===== config.mk =====
export PLATFORM = sky130hd
export DESIGN_NAME = ecc_mod_sub_serial
export DESIGN_NICKNAME = d
export VERILOG_FILES = /design/src/rtl/ecc_mod_sub_serial.sv
export SDC_FILE = /design/constraint.sdc
export NUM_CORES = 2
export LEC_CHECK = 0
export ABC_AREA = 1
export CAP_MARGIN = 20
export CELL_PAD_IN_SITES_DETAIL_PLACEMENT = 1
export CELL_PAD_IN_SITES_GLOBAL_PLACEMENT = 1
export CORE_AREA = 3 3 594 596
export DETAILED_ROUTE_END_ITERATION = 8
export DIE_AREA = 0 0 597 599
export GPL_TIMING_DRIVEN = 0
export MAX_ROUTING_LAYER = met4
export PLACE_DENSITY_LB_ADDON = 0.05
export SLEW_MARGIN = 25
export SYNTH_ARGS = -nofsm -noshare
export SYNTH_HDL_FRONTEND = slang
export SYNTH_SLANG_ARGS = --single-unit

===== constraint.sdc =====
create_clock -name clk -period 3.6 [get_ports clk]
set_input_delay 0.72 -clock clk [delete_from_list [all_inputs] [get_ports clk]]
set_output_delay 0.72 -clock clk [all_outputs]
set_load 0.03 [all_outputs]

===== src/rtl/ecc_mod_sub_serial.sv =====
// Word-serial modular subtractor: res = (a - b) mod p.
// One RADIX-bit adder is time-shared: the SUB pass walks the words computing
// a - b with a ripple borrow; if the final borrow is set the result wrapped,
// so an ADD pass walks the words again adding p back in.
module ecc_mod_sub_serial #(
    parameter int unsigned REG_SIZE = 384,
    parameter int unsigned RADIX    = 32
) (
    input  logic                clk,
    input  logic                reset,
    input  logic                start_i,
    input  logic [REG_SIZE-1:0] a_i,
    input  logic [REG_SIZE-1:0] b_i,
    input  logic [REG_SIZE-1:0] p_i,
    output logic                busy_o,
    output logic                done_o,
    output logic [REG_SIZE-1:0] res_o
);

    localparam int unsigned NUM_WORDS = REG_SIZE / RADIX;
    localparam int unsigned CNT_W     = $clog2(NUM_WORDS + 1);
    localparam logic [CNT_W-1:0] LAST_WORD = CNT_W'(NUM_WORDS - 1);

    typedef enum logic [1:0] {StIdle, StSub, StAdd, StDone} state_e;

    state_e              state_q;
    logic [CNT_W-1:0]    cnt_q;
    // Borrow during SUB, carry during ADD; never needed at the same time.
    logic                cy_q;
    logic [REG_SIZE-1:0] a_q;
    logic [REG_SIZE-1:0] b_q;
    logic [REG_SIZE-1:0] p_q;
    logic [REG_SIZE-1:0] diff_q;
    logic [REG_SIZE-1:0] res_q;
    logic                busy_q;
    logic                done_q;

    logic [RADIX-1:0]    op_x;
    logic [RADIX-1:0]    op_y;
    logic                cin;
    logic [RADIX:0]      sum;
    logic [REG_SIZE-1:0] diff_shift;

    // Shared word datapath: subtraction is done as x + ~y + !borrow.
    always_comb begin
        op_x = a_q[RADIX-1:0];
        op_y = ~b_q[RADIX-1:0];
        cin  = ~cy_q;
        if (state_q == StAdd) begin
            op_x = diff_q[RADIX-1:0];
            op_y = p_q[RADIX-1:0];
            cin  = cy_q;
        end
        sum = {1'b0, op_x} + {1'b0, op_y} + {{RADIX{1'b0}}, cin};
        // New word enters at the top; after NUM_WORDS shifts word 0 is at the bottom.
        diff_shift = (diff_q >> RADIX) | (REG_SIZE'(sum[RADIX-1:0]) << (REG_SIZE - RADIX));
    end

    // Control FSM with registered outputs and operand shift registers.
    always_ff @(posedge clk) begin
        if (reset) begin
            state_q <= StIdle;
            cnt_q   <= '0;
            cy_q    <= 1'b0;
            a_q     <= '0;
            b_q     <= '0;
            p_q     <= '0;
            diff_q  <= '0;
            res_q   <= '0;
            busy_q  <= 1'b0;
            done_q  <= 1'b0;
        end else begin
            done_q <= 1'b0;
            unique case (state_q)
                StIdle: begin
                    if (start_i) begin
                        a_q     <= a_i;
                        b_q     <= b_i;
                        p_q     <= p_i;
                        cnt_q   <= '0;
                        cy_q    <= 1'b0;
                        busy_q  <= 1'b1;
                        state_q <= StSub;
                    end
                end
                StSub: begin
                    a_q    <= a_q >> RADIX;
                    b_q    <= b_q >> RADIX;
                    diff_q <= diff_shift;
                    cy_q   <= ~sum[RADIX];
                    if (cnt_q == LAST_WORD) begin
                        cnt_q <= '0;
                        if (!sum[RADIX]) begin
                            // a < b: wrap back into range by adding p.
                            cy_q    <= 1'b0;
                            state_q <= StAdd;
                        end else begin
                            res_q   <= diff_shift;
                            done_q  <= 1'b1;
                            state_q <= StDone;
                        end
                    end else begin
                        cnt_q <= cnt_q + 1'b1;
                    end
                end
                StAdd: begin
                    p_q    <= p_q >> RADIX;
                    diff_q <= diff_shift;
                    cy_q   <= sum[RADIX];
                    if (cnt_q == LAST_WORD) begin
                        // Final carry is the 2^REG_SIZE wrap; drop it.
                        cnt_q   <= '0;
                        cy_q    <= 1'b0;
                        res_q   <= diff_shift;
                        done_q  <= 1'b1;
                        state_q <= StDone;
                    end else begin
                        cnt_q <= cnt_q + 1'b1;
                    end
                end
                StDone: begin
                    busy_q  <= 1'b0;
                    state_q <= StIdle;
                end
                default: begin
                    busy_q  <= 1'b0;
                    state_q <= StIdle;
                end
            endcase
        end
    end

    assign busy_o = busy_q;
    assign done_o = done_q;
    assign res_o  = res_q;

endmodule


==> results.md <==
- Netlist cell types: 36
- Max Cap Viol: 0
- CORE AREA: 349000 sq um
- Post-synth design cell area: 78700 sq um
- Area of the multi-input gates: 35200 sq um
- PwrDens: 854 nW/um^2
- R2r setup slk: 0.005 ns
- Layout area overhead: 40.1%
- Switching Share: 42.5%
- Crit Reg-Reg Endpoint: res_o[266]$_SDFFE_PP0P_
- CTS HTree Levels: 4
- Commonest non-fill, non-tap cell in the layout: nand2_1
- Final setup vio count: 0
- Synth Area per Inst: 7.27 sq um
- Final setup TNS: 0 ns
- Tot Pwr: 94.1 mW
- Worst VDD drop: 384 uV
- Final ANT Viol Nets: 0
- Comb pwr share: 37.5%
- DP HPWL: 414 mm
- Die span in x: 597 microns
- Post-synth EDFFs: 0
- # nets final: 13800
- RSZ-0062 raised after global routing: yes
- Worst Path Arrival: 4.46 ns
- Clock Power Share: 27.4%
- Number of port buffers: 1540
- Antenna violations before repair: 201
- Root buf cell: clkbuf_16
- Gr usage total: 27.3%
- Largest area contributor in the netlist: dfxtp_1
- Hold/Removal Path Class: primary input to flip-flop
- CP required: 4.47 ns
- Int Pwr: 54.2 mW
- Slew Limit Fails: 0
- R2r worst-path depth: 23
- Reg2Reg Launch Point: state_q[0]$_SDFFE_PP0P_
- Critical path's slowest cell: fa_2
- Post-Synthesis Cells: 10800
- Flop and latch count out of synthesis: 1929
- Top cells by area, synth: dfxtp_1 (49%), nand2_1 (14%), o21ai_0 (9.2%)
- CTS Hold Buffers Added: 0
- Die height: 599 microns
- Mean routed wirelength per cell: 28.1 microns
- Area after DPL: 99900 sq um
- Insertion delay to the later sink of the worst-skew pair: 0.94 ns
- Cell Chain, Critical Path: inv_4 -> ha_4 -> clkbuf_16 -> clkbuf_16 -> clkbuf_16 -> nand2_8 -> nand2_2 -> fa_2 -> fa_2 -> nand2_2 -> nand2_2 -> nand3_2 -> nand2_2 -> nand2_2 -> nand2_2 -> nand2_2 -> nand3_4 -> buf_12 -> buf_6 -> buf_4 -> nand3_1 -> nand2_1 -> nor2_1
- Top cell type's share of synthesized area: 49.1%
- CTS buffer count: 240
- Post-Syn Nets: 12000
- Worst Hold Path Cells: 3
- Final wirelength: 493 mm
- Largest net degree at the start of global routing: 18
- Util after Layout: 31.6%
- CTS tree: done
- Initial Util: 22.6%
- Via count: 84200
- Seq. cell area: 38600 sq um
- Setup ws final: 0.00544 ns
- GRT overflow: 0
- DR iter-0 viols: 5069
- Post-layout instance area: 110000 sq um
- Pre-CTS WS: -2.12 ns
- Asr flop ratio synth: 0%
- Psw: 40.0 mW
- First-pass GRT wire length: 678 mm
- Final Hold Viols: 0
- # DRC: 0
- Number of global-route vias before repair: 88900
- Kind of critical path: flip-flop to flip-flop
- Max-slew headroom: 27.0%
- Most frequent cells in the layout: nand2_1 (2933), dfxtp_1 (1927), clkdlybuf4s50_1 (1540)
- F_max: 278 MHz
- Primary FF master, synth: dfxtp_1
- Min-Delay Endpoint: p_q[138]$_SDFFE_PP0P_
- Non-Filler Instances: 17600
- Skew final: 0.0588 ns
- Final period utilization: 99.8%
- Ys Warns: 0
- Sink Count: 1929
- Final min period: 3.59 ns
- GPL Wtd Cong: 0.940
- Nature of the critical path startpoint: flip-flop
- Critical path peak fanout: 10
- Worst-Margin Slew: 1.09 ns
- I/O Pins: 1541
- Largest stage delay, worst path: 0.43 ns
- Critical Path End Type: flip-flop
- FILL cells: 41900
- DR pass1 iterations: 5
- Clock tree buffer depth: 4
- Sequential cell area fraction in the yosys report: 49.1%
- Fraction of layout cells with a size suffix above 1: 6.21%
- Placed Cells: 17000
- Status: complete, no violations
- Hold WS: 0.383 ns
- LEAKAGE: 41.7 nW
- # rows: 217
- Cell mode on critical path: nand2_2
- Clk pin slew, worst setup/hold paths: 0.06 ns
- Die area: 358000 sq um
- Hold Startpoint: p_i[138]
- Vias/cell: 4.80
- Seq pwr share: 35.0%
==> layer usage <==
layer,up-vias,part of all wire (%),GRT usage (%)
li1,40000,-,-
met1,41300,44,33.5
met2,2160,48,45.4
met3,701,4.2,3.68
met4,0,3.9,10.0
met5,-,0,-
==> layout make-up <==
type                       instances  area share [%]
tap                             4599            5.22
clock inverter                    93            1.15
inverter                         512            1.76
clock buffer                     351            6.42
multi-input combinational       7449            31.9
sequential                      1929            35.0
antenna                          108           0.245
timing repair buffer            1572            14.4
buffer                           937            3.91
==> worst max-delay path by stage <==
stage / cells past startpoint / start / to / slack, ns
after global placement: 22 / state_q[0]$_SDFFE_PP0P_ / res_o[261]$_SDFFE_PP0P_ / -2.01
after detailed placement: 22 / state_q[0]$_SDFFE_PP0P_ / res_o[225]$_SDFFE_PP0P_ / -2.12
final: 23 / state_q[0]$_SDFFE_PP0P_ / res_o[266]$_SDFFE_PP0P_ / 0.005
after global routing: 23 / state_q[0]$_SDFFE_PP0P_ / res_o[310]$_SDFFE_PP0P_ / -0.13
after CTS: 18 / state_q[0]$_SDFFE_PP0P_ / diff_q[382]$_SDFFE_PP0P_ / -0.04
after floorplan: 23 / state_q[0]$_SDFFE_PP0P_ / res_o[212]$_SDFFE_PP0P_ / 0.03
==> power by group through the flow <==
stage          clock (mW)  combinational (mW)  sequential, mW
4_1_cts              26.5                35.2            32.9
3_3_place_gp            0                33.4            33.1
3_5_place_dp            0                34.0            33.2
5_1_grt              27.4                39.3            33.6
2_1_floorplan           0                20.3            30.7
6_report             25.8                35.3            33.0
==> kinds of logic after synthesis <==
family	Yosys count	share of synthesized area [%]
XOR/XNOR	18	0.200
flip-flops	1929	49.1
adder cells (fa/ha/maj)	39	0.639
AND/OR/NAND/NOR	4367	21.7
buffers and inverters	1450	7.34
AO/OA/AOI/OAI	3025	21.0
==> worst max-delay path, delay by kind of cell, from the launching register on <==
family	cells	cell delay (ns)
DFF	1	0.37
adders and majority gates	3	0.96
and+or+nand+nor	13	1.14
buffers and inverters	7	1.05
==> cell usage after synthesis (all sizes together) (2+ instances only) <==
cell type,instances
fa,2
o21a,2
xor2,3
nand2,3007
nand4,10
nand3,508
o211ai,21
xnor2,15
inv,511
a31oi,1057
and2,2
o21ai,1454
nor2,831
nor3,4
a21o,2
dfxtp,1929
ha,37
clkbuf,837
nand3b,3
buf,101
a21oi,487
==> flip-flops by register name, indices dropped and copies added (netlist names) <==
signal and count:
a_q 384, b_q 384, diff_q 384, p_q 384, res_o 384, cnt_q 4
state_q 2, busy_o 1, cy_q 1, done_o 1
==> timing repair <==
item	4_1_cts	5_1_grt
buffers inserted	20	1
setup endpoints to repair	955	482
gates cloned	3	7
gates resized for setup	238	206
pin swaps	26	74
Note: power is estimated with default switching activity, not from simulation.
